$ cat config.mk
export PLATFORM = sky130hd
export DESIGN_NAME = dac_seq_ctrl_flat
export DESIGN_NICKNAME = d
export VERILOG_FILES = /design/src/rtl/dac_seq_ctrl_if.sv /design/src/rtl/dac_seq_ctrl.sv /design/src/flat_wrapper.sv
export SDC_FILE = /design/constraint.sdc
export NUM_CORES = 1
export LEC_CHECK = 0
export BUFFER_PORTS_ARGS = -buffer_cell sky130_fd_sc_hd__buf_4
export CELL_PAD_IN_SITES_DETAIL_PLACEMENT = 0
export CELL_PAD_IN_SITES_GLOBAL_PLACEMENT = 1
export CORE_MARGIN = 2
export CORE_UTILIZATION = 30
export CTS_CLUSTER_DIAMETER = 100
export DETAILED_ROUTE_END_ITERATION = 10
export PLACE_DENSITY = 0.55
export SLEW_MARGIN = 20
export SYNTH_ARGS = -nofsm -noshare
export SYNTH_HDL_FRONTEND = slang
export SYNTH_SLANG_ARGS = --single-unit
$ cat constraint.sdc
create_clock -name clk -period 3.1 [get_ports clk]
set_clock_uncertainty 0.2 [all_clocks]
set_input_delay 0 -clock clk [delete_from_list [all_inputs] [get_ports clk]]
set_output_delay 0 -clock clk [all_outputs]
set_load 0.01 [all_outputs]
$ cat src/rtl/dac_seq_ctrl_if.sv
`default_nettype none
// +----------------------------------------------------------------------+
// | Module      : dac_seq_ctrl_if                                        |
// | Description : Control, stream and DAC pin bundle for dac_seq_ctrl.   |
// |               slave = controller side, master = host/driver side.    |
// | Revision    : 1.0  initial release                                   |
// +----------------------------------------------------------------------+
interface dac_seq_ctrl_if;
  logic        en_req;
  logic        cpu_wr;
  logic [9:0]  cpu_data;
  logic        stream_en;
  logic [15:0] rate_div;
  logic        samp_valid;
  logic [9:0]  samp_data;
  logic        samp_ready;
  logic        underrun_clr;
  logic        dac_en;
  logic [9:0]  dac_d;
  logic        dac_ready;
  logic        underrun;

  modport master (
    output en_req, cpu_wr, cpu_data, stream_en, rate_div,
           samp_valid, samp_data, underrun_clr,
    input  samp_ready, dac_en, dac_d, dac_ready, underrun
  );

  modport slave (
    input  en_req, cpu_wr, cpu_data, stream_en, rate_div,
           samp_valid, samp_data, underrun_clr,
    output samp_ready, dac_en, dac_d, dac_ready, underrun
  );
endinterface
`default_nettype wire

$ cat src/rtl/dac_seq_ctrl.sv
`default_nettype none
// +----------------------------------------------------------------------+
// | Module      : dac_seq_ctrl                                           |
// | Description : DAC power sequencer (OFF/SETTLE/ON) with a sample FIFO |
// |               played back at a programmable rate, plus direct CPU    |
// |               code writes that take priority over playback.          |
// | Revision    : 1.0  initial release                                   |
// +----------------------------------------------------------------------+
module dac_seq_ctrl #(
  parameter int SETTLE_CYCLES = 100,  // 1..65535
  parameter int FIFO_DEPTH    = 4     // power of two, 2..16
) (
  input  wire logic     clk,
  input  wire logic     reset,
  dac_seq_ctrl_if.slave bus
);

  localparam int          AW          = $clog2(FIFO_DEPTH);
  localparam logic [15:0] SETTLE_LOAD = 16'(SETTLE_CYCLES - 1);

  typedef enum logic [1:0] {
    S_OFF    = 2'd0,
    S_SETTLE = 2'd1,
    S_ON     = 2'd2
  } state_t;

  state_t      state_q, state_d;
  logic [15:0] settle_q, settle_d;
  logic [15:0] per_q, per_d;
  logic        run_q, run_d;
  logic [AW:0] wr_q, wr_d;
  logic [AW:0] rd_q, rd_d;
  logic [9:0]  code_q, code_d;
  logic        underrun_q, underrun_d;
  logic [9:0]  mem_q [FIFO_DEPTH];

  logic run, start, tick, cpu_ok, flush, empty, full, push, pop, ur_set;

  // FIFO status; the extra pointer bit separates full from empty
  assign empty = (wr_q == rd_q);
  assign full  = (wr_q[AW] != rd_q[AW]) && (wr_q[AW-1:0] == rd_q[AW-1:0]);

  // Playback pacing: a fresh run (stream_en rising or entering ON) reloads
  // the period counter and suppresses the tick in that first cycle.
  assign run    = (state_q == S_ON) && bus.stream_en;
  assign start  = run && !run_q;
  assign tick   = run && !start && (per_q == 16'd0);
  assign cpu_ok = (state_q == S_ON) && bus.cpu_wr;

  // Flushing on the edge into OFF leaves the FIFO empty in the first OFF cycle
  assign flush  = (state_d == S_OFF);
  assign push   = bus.samp_valid && bus.samp_ready && !flush;
  assign pop    = tick && !cpu_ok && !empty;
  assign ur_set = tick && !cpu_ok && empty;

  // Next-state and settle counter
  always_comb begin
    state_d  = state_q;
    settle_d = settle_q;
    case (state_q)
      S_OFF: begin
        if (bus.en_req) begin
          state_d  = S_SETTLE;
          settle_d = SETTLE_LOAD;
        end
      end
      S_SETTLE: begin
        if (settle_q == 16'd0) begin
          state_d = S_ON;
        end else begin
          settle_d = settle_q - 16'd1;
        end
      end
      S_ON: begin
        state_d = S_ON;
      end
      default: begin
        state_d = S_OFF;
      end
    endcase
    if (!bus.en_req) begin
      state_d  = S_OFF;
      settle_d = 16'd0;
    end
  end

  // Datapath next values: period counter, FIFO pointers, DAC code, underrun
  always_comb begin
    run_d = run;
    per_d = per_q;
    if (!run) begin
      per_d = 16'd0;
    end else if (start || (per_q == 16'd0)) begin
      per_d = bus.rate_div;
    end else begin
      per_d = per_q - 16'd1;
    end

    wr_d = wr_q;
    rd_d = rd_q;
    if (flush) begin
      wr_d = '0;
      rd_d = '0;
    end else begin
      if (push) wr_d = wr_q + 1'b1;
      if (pop)  rd_d = rd_q + 1'b1;
    end

    code_d = code_q;
    if (flush) begin
      code_d = 10'd0;
    end else if (cpu_ok) begin
      code_d = bus.cpu_data;
    end else if (pop) begin
      code_d = mem_q[rd_q[AW-1:0]];
    end

    underrun_d = underrun_q;
    if (ur_set) begin
      underrun_d = 1'b1;
    end else if (bus.underrun_clr) begin
      underrun_d = 1'b0;
    end
  end

  // State and control registers with asynchronous reset
  always_ff @(posedge clk or posedge reset) begin
    if (reset) begin
      state_q    <= S_OFF;
      settle_q   <= 16'd0;
      per_q      <= 16'd0;
      run_q      <= 1'b0;
      wr_q       <= '0;
      rd_q       <= '0;
      code_q     <= 10'd0;
      underrun_q <= 1'b0;
    end else begin
      state_q    <= state_d;
      settle_q   <= settle_d;
      per_q      <= per_d;
      run_q      <= run_d;
      wr_q       <= wr_d;
      rd_q       <= rd_d;
      code_q     <= code_d;
      underrun_q <= underrun_d;
    end
  end

  // Sample storage; contents are only meaningful between the pointers
  always_ff @(posedge clk) begin
    if (push) begin
      mem_q[wr_q[AW-1:0]] <= bus.samp_data;
    end
  end

  assign bus.dac_en     = (state_q != S_OFF);
  assign bus.dac_ready  = (state_q == S_ON);
  assign bus.samp_ready = (state_q != S_OFF) && !full;
  assign bus.dac_d      = code_q;
  assign bus.underrun   = underrun_q;

endmodule
`default_nettype wire

$ cat src/flat_wrapper.sv
// flat-port wrapper written by rule: the top's interface ports become plain ports
module dac_seq_ctrl_flat 
#(
  parameter int SETTLE_CYCLES = 100,             
  parameter int FIFO_DEPTH    = 4                           
)
  (clk, reset, bus_en_req, bus_cpu_wr, bus_cpu_data, bus_stream_en, bus_rate_div, bus_samp_valid, bus_samp_data, bus_underrun_clr, bus_samp_ready, bus_dac_en, bus_dac_d, bus_dac_ready, bus_underrun);
  dac_seq_ctrl_if bus_i ();
  input  wire logic clk;
  input  wire logic reset;
  input wire logic [$bits(bus_i.en_req)-1:0] bus_en_req;
  input wire logic [$bits(bus_i.cpu_wr)-1:0] bus_cpu_wr;
  input wire logic [$bits(bus_i.cpu_data)-1:0] bus_cpu_data;
  input wire logic [$bits(bus_i.stream_en)-1:0] bus_stream_en;
  input wire logic [$bits(bus_i.rate_div)-1:0] bus_rate_div;
  input wire logic [$bits(bus_i.samp_valid)-1:0] bus_samp_valid;
  input wire logic [$bits(bus_i.samp_data)-1:0] bus_samp_data;
  input wire logic [$bits(bus_i.underrun_clr)-1:0] bus_underrun_clr;
  output wire logic [$bits(bus_i.samp_ready)-1:0] bus_samp_ready;
  output wire logic [$bits(bus_i.dac_en)-1:0] bus_dac_en;
  output wire logic [$bits(bus_i.dac_d)-1:0] bus_dac_d;
  output wire logic [$bits(bus_i.dac_ready)-1:0] bus_dac_ready;
  output wire logic [$bits(bus_i.underrun)-1:0] bus_underrun;
  assign bus_i.en_req = bus_en_req;
  assign bus_i.cpu_wr = bus_cpu_wr;
  assign bus_i.cpu_data = bus_cpu_data;
  assign bus_i.stream_en = bus_stream_en;
  assign bus_i.rate_div = bus_rate_div;
  assign bus_i.samp_valid = bus_samp_valid;
  assign bus_i.samp_data = bus_samp_data;
  assign bus_i.underrun_clr = bus_underrun_clr;
  assign bus_samp_ready = bus_i.samp_ready;
  assign bus_dac_en = bus_i.dac_en;
  assign bus_dac_d = bus_i.dac_d;
  assign bus_dac_ready = bus_i.dac_ready;
  assign bus_underrun = bus_i.underrun;
  dac_seq_ctrl #(.SETTLE_CYCLES(SETTLE_CYCLES), .FIFO_DEPTH(FIFO_DEPTH)) u_core (.clk(clk), .reset(reset), .bus(bus_i));
endmodule
==> results, run 1 <==
- The number of distinct library cells after synthesis is 45.
- In the routed design, unresolved DRC markers number 0.
- The actual slew at the worst max-slew pin is 0.901 ns.
- Setup repair after global routing left no endpoint under its margin.
- The nature of the critical path endpoint is a flip-flop.
- Detailed routing inserted a total of between 3,000 and 4,000 vias.
- The total overflow left after global routing is 0.
- When the netlist entered floorplanning its net count stood at a little over 400.
- Among all flip-flop cells after synthesis, the most frequent one is sky130_fd_sc_hd__dfrtp_1.
- In this run switching power makes up a little under a third of total power.
- After floorplanning, the core was divided into 44 placement rows.
- The share of synthesized area in the top cell type comes to between 20% and 30%.
- Of all nets on the critical path, the largest fanout is 31.
- After routing the design area is 0.00575 mm2.
- IR analysis of the VDD net gives a maximum drop of between 200 and 300 uV.
- The number of global-route vias before repair came to roughly 3,200.
- The worst max-slew margin expressed relative to the limit is 39.7%.
- The setup TNS is 0 ns.
- Detailed placement ended at an HPWL of between 6 and 7 mm.
- The simple logic cell fraction of the synthesized area is between 10% and 20%.
- The library cells used most frequently in the layout, excluding fill and tap cells, are sky130_fd_sc_hd__buf_4 (64), sky130_fd_sc_hd__dfrtp_1 (52), sky130_fd_sc_hd__dlygate4sd3_1 (44).
- The count of nets after finishing is roughly 500.
- The wire length of the first global-routing pass is approximately 17 mm.
- The DRC marker count from the first detailed-route iteration is approximately 180.
- Max-cap violations in this run came to 0.
- The filler cell count in the final layout is 1,372.
- In this run the cell area measured after placement is around 0.0050 mm2.
- 57 I/O pins were placed.
- Setup violations remaining at the end of the flow were counted as 0.
- The clock drives 92 sinks.
- The number of synthesis warnings is 0.
- The cell count after synthesis is between 300 and 400.
- After detailed routing, the total wire length is slightly above 10 mm.
- Once layout is complete, the utilization of the core stands at between 40 and 50%.
- The required arrival time at the worst endpoint is between 3 and 4 ns.
- The die height is 125 um.
- The level count of the clock H-tree is 3.
- The summed instance area of the synthesized netlist is ~0.0044 mm2.
- The number of hold violations in the final report is 0.
- Global routing consumed, over all layers together, between 10% and 20% of the routing resources.
- In the final layout, the share of cells above drive strength 1 is roughly 22%.
- The number of antenna violations at the first check in global routing is 0.
- The maximum buffer depth of the clock tree is 2.
- The synthesized netlist devotes between 7 and 8% of its cell area to compound gates.
- By area, the combinational part of the netlist is dominated by simple AND/OR/NAND/NOR gates.
- The floorplan step defined a core boundary enclosing 0.0144 mm2.
- Once detail routing completed, the nets flagged for antenna violations numbered 0.
- The post-route clock period utilization is between 80 and 90%.
- The maximum frequency from static timing analysis is roughly 360 MHz.
- The clock-pin transition on the worst setup and hold timing paths is around 0.07 ns.
- In the post-synthesis netlist, the biggest area contributors are sky130_fd_sc_hd__dfrtp_1 (30%), sky130_fd_sc_hd__edfxtp_1 (28%), sky130_fd_sc_hd__mux4_2 (5.2%).
- From synthesis to final layout, the design area changed by 31.9%.
- The smallest clock period supported by the final layout is computed as 2.75 ns.
- The number of enable flip-flop cells after synthesis is 40.
- The total die area is 0.0155 mm2.
- The die is around 120 um wide.
- The share of flip-flops with an asynchronous set or reset after synthesis is a little under three fifths.
- The cell type contributing the most total cell area after synthesis is sky130_fd_sc_hd__dfrtp_1.
- The multiplexer area fraction after synthesis is under 10%.
- TritonCTS built the clock tree.
- The max-slew violation count was 0.
- The synthesized netlist devotes 2.30% of its cell area to adder and majority cells.
- The effective utilization at floorplan is between 30% and 40%.
- The most common cell after layout, fill and taps aside is sky130_fd_sc_hd__buf_4.
- The synthesized flop and latch total is 92.
- Hold timing on the final database bottoms out at a slack of slightly below 0.05 ns.
- The pin count of the biggest net entering global routing is 32.
- The sort of element at the start of the critical path is a flip-flop.
- The portion of total power attributed to the clock network is between 30% and 40%.
- The post-detailed-route via-to-cell ratio is about 4.7.
- After Yosys synthesis, XOR and XNOR cells account for between 5 and 6% of the synthesized area.
- The sequential area share after synthesis is 57.4%.
- During placement, the flow inserted port buffers numbering 56.
- The design internal power is about 2.3 mW.
- The tightest min-delay check is of the input pin to asynchronous set/reset pin type.
- After detailed routing, the average wire length per cell comes to ~16 um.
- In this run the static leakage power is 2.49 nW.
- The final RePlAce weighted congestion is 0.746.
- The net load switching power is roughly 1.1 mW.
- The iteration count of the initial detailed-routing pass is 4.
- Clock tree synthesis inserted a total of 9 buffers.
- The part of the total power dissipated in combinational logic is roughly a quarter.
- Clock latency on the worst-skew pair, taken at its later pin, is 0.34 ns.
- A synthesized cell averages about 12 um2.
- For this design the ratio of total power to cell area is 597 mW/mm2.
- The antenna cell count is 0.
- The kind of critical path is flip-flop to flip-flop.
- The portion of total power attributed to sequential cells is 42.9%.
- The run finished with clean final reports.
- The buffer cell driving the clock tree root is sky130_fd_sc_hd__clkbuf_16.
- The arrival time reported for the critical path endpoint is ~2.8 ns.
## stage by stage
| step | cells | power, mW | setup WS (ns) |
|---|---|---|---|
| floorplan | 356 | 2.06 | 1.08 |
| finish | 650 | 3.43 | 0.354 |
| global route | 650 | 3.64 | 0.202 |
| detailed placement | 590 | 2.35 | 0.463 |
| global placement | 590 | 2.35 | 0.510 |
| CTS | 650 | 3.48 | 0.374 |
## Yosys cell counts, types with 5 or more instances
master / number
sky130_fd_sc_hd__xnor2_1: 15
sky130_fd_sc_hd__a21oi_1: 5
sky130_fd_sc_hd__edfxtp_1: 40
sky130_fd_sc_hd__xor2_1: 12
sky130_fd_sc_hd__a211oi_1: 13
sky130_fd_sc_hd__ha_1: 8
sky130_fd_sc_hd__nand2_1: 28
sky130_fd_sc_hd__nor3b_1: 7
sky130_fd_sc_hd__o21ai_0: 6
sky130_fd_sc_hd__nand3_1: 6
sky130_fd_sc_hd__and2_1: 5
sky130_fd_sc_hd__nor3_1: 5
sky130_fd_sc_hd__mux4_2: 10
sky130_fd_sc_hd__nor2_1: 43
sky130_fd_sc_hd__clkbuf_1: 10
sky130_fd_sc_hd__mux2i_1: 12
sky130_fd_sc_hd__inv_1: 11
sky130_fd_sc_hd__nor4b_1: 5
sky130_fd_sc_hd__o31ai_1: 11
sky130_fd_sc_hd__nor4_1: 6
sky130_fd_sc_hd__dfrtp_1: 52
## worst paths after layout
path                                      from                  end  slack [ns]  cells past startpoint
max                            u_core.per_q[5]      u_core.per_q[0]        0.35                      7
min                                      reset      u_core.per_q[2]        0.05                      3
max reg2reg                    u_core.per_q[5]      u_core.per_q[0]        0.35                      7
min reg2reg                u_core.bus.dac_d[5]  u_core.bus.dac_d[5]        0.29                      2
max in group asynchronous                reset   u_core.settle_q[9]        1.88                      4
min in group clk              bus_samp_data[0]   u_core.mem_q[1][0]        0.20                      2
## kinds of logic (layout without fill, tap and decap cells)
group / after synthesis / in the layout
compound gates: 49 / 49
xor+xnor: 27 / 27
fa+ha+maj: 8 / 8
buf+inv: 25 / 135
flops: 92 / 92
mux: 22 / 22
simple gates: 133 / 133
## routing by layer
layer / vias up / share of wire, % / track usage [%] / routed length [um]
met5: - / 0 / 0 / 0
met4: 0 / 1.7 / 6.01 / 169
met3: 12 / 2.3 / 2.36 / 236
met2: 47 / 47 / 21.0 / 4740
met1: 1482 / 49 / 18.7 / 4980
li1: 1523 / - / - / -
## repair_timing
item                      4_1_cts  5_1_grt
hold buffers                   44        0
hold endpoints to repair      108        0
setup buffers                   0        0
resized for setup               0        0
## registers in the layout, indices dropped and copies added (netlist names)
name	count
u_core.mem_q	40
u_core.per_q	16
u_core.settle_q	16
u_core.bus.dac_d	10
u_core.rd_q	3
u_core.wr_q	3
u_core.state_q	2
u_core.bus.underrun	1
u_core.run_q	1
## critical path: stages, from the launching register on
cell and delay (ns):
sky130_fd_sc_hd__dfrtp_1 0.42, sky130_fd_sc_hd__nor4_2 0.52, sky130_fd_sc_hd__and4_1 0.41, sky130_fd_sc_hd__nor2_2 0.04, sky130_fd_sc_hd__buf_4 0.23, sky130_fd_sc_hd__mux2i_1 0.18
sky130_fd_sc_hd__nor2_1 0.06, sky130_fd_sc_hd__dlygate4sd3_1 0.56
## power groups by stage
stage / Combinational, mW / Clock (mW) / Sequential, mW
after detailed placement: 0.853 / 0 / 1.50
after global placement: 0.853 / 0 / 1.49
after CTS: 0.901 / 1.11 / 1.47
final: 0.889 / 1.07 / 1.47
after global routing: 0.994 / 1.15 / 1.49
after floorplan: 0.595 / 0 / 1.47
## layout make-up
class	instances	area, um2	share of cell area [%]
multi-input cells	239	1770	30.7
flip-flops and latches	92	2500	43.5
clock buffers	9	225	3.92
well taps	184	230	4.00
inverters	11	41.3	0.718
clock inverters	7	63.8	1.11
repair buffers	108	921	16.0
No activity file was read; power rests on OpenSTA's default activity.
==> run 2: changes to the inputs <==
--- a/config.mk
+++ b/config.mk
@@ -6,13 +6,13 @@
 export NUM_CORES = 1
 export LEC_CHECK = 0
 export BUFFER_PORTS_ARGS = -buffer_cell sky130_fd_sc_hd__buf_4
-export CELL_PAD_IN_SITES_DETAIL_PLACEMENT = 0
-export CELL_PAD_IN_SITES_GLOBAL_PLACEMENT = 1
 export CORE_MARGIN = 2
 export CORE_UTILIZATION = 30
 export CTS_CLUSTER_DIAMETER = 100
 export DETAILED_ROUTE_END_ITERATION = 10
-export PLACE_DENSITY = 0.55
+export PLACE_DENSITY = 0.47
+export RECOVER_POWER = 25
+export SETUP_SLACK_MARGIN = 0.3
 export SLEW_MARGIN = 20
 export SYNTH_ARGS = -nofsm -noshare
 export SYNTH_HDL_FRONTEND = slang
==> results, run 2 (same netlist as run 1, synthesis figures left out) <==
- The flow ran to the end, and the final reports show no timing, DRC or antenna violations.
- Setup repair after global routing left no endpoint under its margin.
- Among cell families on the critical path, the largest total delay comes from simple AND/OR/NAND/NOR gates.
- The count of unresolved DRC violations after routing is 0.
- For this run, global-route usage on met3 was measured as under 10%.
- The static power due to leakage is about 2.5 nW.
- Along the worst path, the maximum fanout reaches 31.
- The maximum frequency from static timing analysis is between 300 and 400 MHz.
- The slowest stage of the critical path is the sky130_fd_sc_hd__dlygate4sd3_1 cell.
- CTS built an H-tree with a depth of 3.
- The worst max-slew margin expressed relative to the limit is about a third.
- In the global route stage, met2 resource usage came out at ~22%.
- The clock drives 92 sinks.
- The count of nets after finishing is a little over 500.
- The total overflow left after global routing is 0.
- The number of antenna violations at the first check in global routing is 0.
- The number of hold violations in the final report was 0.
- Detailed routing inserted a total of roughly 3,100 vias.
- The x dimension of the die is roughly 120 um.
- After clock tree synthesis, the clock-pin slew on the worst setup and hold paths is roughly 0.07 ns.
- The final cell area excluding filler cells is around 0.0058 mm2.
- The DRC marker count from the first detailed-route iteration is 200.
- The top-level port count is 57.
- The timing startpoint of the critical path is u_core.per_q[12].
- Clock tree synthesis inserted a total of 9 buffers.
- STA classifies the critical path endpoint as a flip-flop.
- The congestion estimate from routability-driven global placement came to about 0.76.
- The proportion of layout cells with a drive suffix above 1 is 20.8%.
- From synthesis to final layout, the design area changed by 32.5%.
- The max-slew violation count is 0.
- The post-detailed-route via-to-cell ratio is 4.79.
- TritonCTS built the clock tree.
- The register with the most flip-flops in the layout has 40 of them.
- Entering global routing, the biggest net connects 32 pins.
- The placeable core region is roughly 0.014 mm2.
- The number of global-route vias before repair came to 3,192.
- The worst min-delay path class is input pin to asynchronous set/reset pin.
- The die covers ~0.016 mm2.
- The sequential cells in the finished layout cover a total of around 0.0025 mm2.
- At the worst endpoint, the required time is 3.13 ns.
- The actual slew at the worst max-slew pin is between 0.9 and 1 ns.
- The smallest clock period supported by the final layout is computed as approximately 2.7 ns.
- No sink is reached through more buffers than the 2 on the longest clock path.
- Clock tree synthesis selected as its root buffer the cell sky130_fd_sc_hd__clkbuf_16.
- In this run the vertical extent of the chip is between 100 and 150 um.
- The mean routed wirelength per cell is around 16 um.
- The wire length of the first global-routing pass is 16.9 mm.
- In the layout the commonest cells are sky130_fd_sc_hd__buf_4 (59), sky130_fd_sc_hd__dfrtp_1 (51), sky130_fd_sc_hd__dlygate4sd3_1 (44).
- The peak per-stage delay on the critical path is around 0.57 ns.
- The total routed wirelength is 10.3 mm.
- The largest voltage drop on the vdd net is 333 uV.
- The most common cell after layout, fill and taps aside is sky130_fd_sc_hd__buf_4.
- The filler cells instantiated in the layout total 1,385.
- The critical path buffer and inverter count is 2.
- The global routing stage identified its most utilized layer as met2.
- The sort of element at the start of the critical path is a flip-flop.
- At the end of the flow the core is filled with cells to around two fifths.
- Summing all multi-input logic gate instances after layout gives roughly 0.0018 mm2.
- The clock latency on the worst-skew pair is between 0.3 and 0.4 ns.
- The arrival time reported for the critical path endpoint is ~2.7 ns.
- The iteration count of the initial detailed-routing pass is 4.
- The critical path goes through nor4_1 -> and4_1 -> nor2_2 -> buf_4 -> nor2_1 -> a211oi_2 -> dlygate4sd3_1.
- For this configuration, the core starts out at a cell density of 30.3%.
- The count of buffers from port buffering is 56.
- Row generation in the floorplan step produced 44 rows.
- The total global routing track utilization is 13.9%.
- The worst register-to-register path begins at u_core.per_q[12].
- Setup violations remaining at the end of the flow were counted as 0.
- The met1 demand-to-capacity share in global routing is between 10% and 20%.
- The power density relative to cell area is approximately 600 mW/mm2.
- The reported max-cap violation count is 0.
- In this run the remaining antenna-violating nets after routing total 0.
- The cell area after placement is between 0.005 and 0.006 mm2.
- For the final routed database, the setup TNS stands at 0 ns.
- The wire-length estimate of the detail-placed layout is a little under 7 mm.
- The number of antenna diodes in the final layout is 0.
- By startpoint and endpoint, the worst setup path is classified as flip-flop to flip-flop.
- The post-route clock period utilization is 86.7%.
run 2: cell types whose count changed in the layout (fill, tap and decap cells not counted), sizes merged:
cell / change
inv: +1
buf: -5
clkbuf: +12
clkinv: -2
run 2: per-stage QoR:
step	worst slack [ns]	instances	hold WS, ns	power, mW
2_1_floorplan	1.08	356	-0.101	2.06
5_1_grt	0.316	656	0.270	3.66
4_1_cts	0.331	656	0.0802	3.51
3_5_place_dp	0.798	596	-0.108	2.34
3_3_place_gp	0.844	596	-0.104	2.33
6_report	0.413	656	0.244	3.46
run 2: worst paths after layout:
path                            slack [ns]                  end  depth (start not counted)
worst max-delay path                  0.41      u_core.per_q[9]                          7
worst min-delay path                  0.24         u_core.run_q                          3
worst max register to register        0.41      u_core.per_q[9]                          7
worst min register to register        0.29  u_core.bus.dac_d[1]                          2
max in group asynchronous             1.46    u_core.state_q[0]                          4
min in group clk                      0.26   u_core.mem_q[2][0]                          2
run 2: repair_timing:
item	CTS	global route
setup buffers	0	0
gates resized for setup	0	2
endpoints found under the hold margin	108	0
endpoints found under the setup margin	0	1
hold buffers	44	0
run 2: final cells by class:
| type | instances | area share (%) |
|---|---|---|
| clock buffers | 10 | 4.14 |
| multi-input cells | 239 | 30.7 |
| well taps | 184 | 3.99 |
| clock inverters | 6 | 0.997 |
| flip-flops and latches | 92 | 43.4 |
| inverters | 11 | 0.715 |
| repair buffers | 114 | 16.1 |
run 2: worst register-to-register path, delay by kind of cell, from the launching register on:
kind,cells,cell delay [ns]
flip-flops,1,0.43
buffers and inverters,2,0.81
AO/OA/AOI/OAI,1,0.06
AND/OR/NAND/NOR,4,1.09
run 2: per-layer routing:
layer	vias up	routed length, um	part of all wire [%]
met3	11	318	3.1
met1	1559	4960	48
met4	0	133	1.3
met2	44	4860	47
met5	-	0	0
li1	1530	-	-
run 2: power by group:
group	leakage, nW	total (mW)	switching [mW]	internal, mW
registers	1.07	1.46	0.0965	1.37
clock network	0.148	1.11	0.520	0.590
logic	1.29	0.888	0.490	0.398
total	2.50	3.46	1.11	2.36
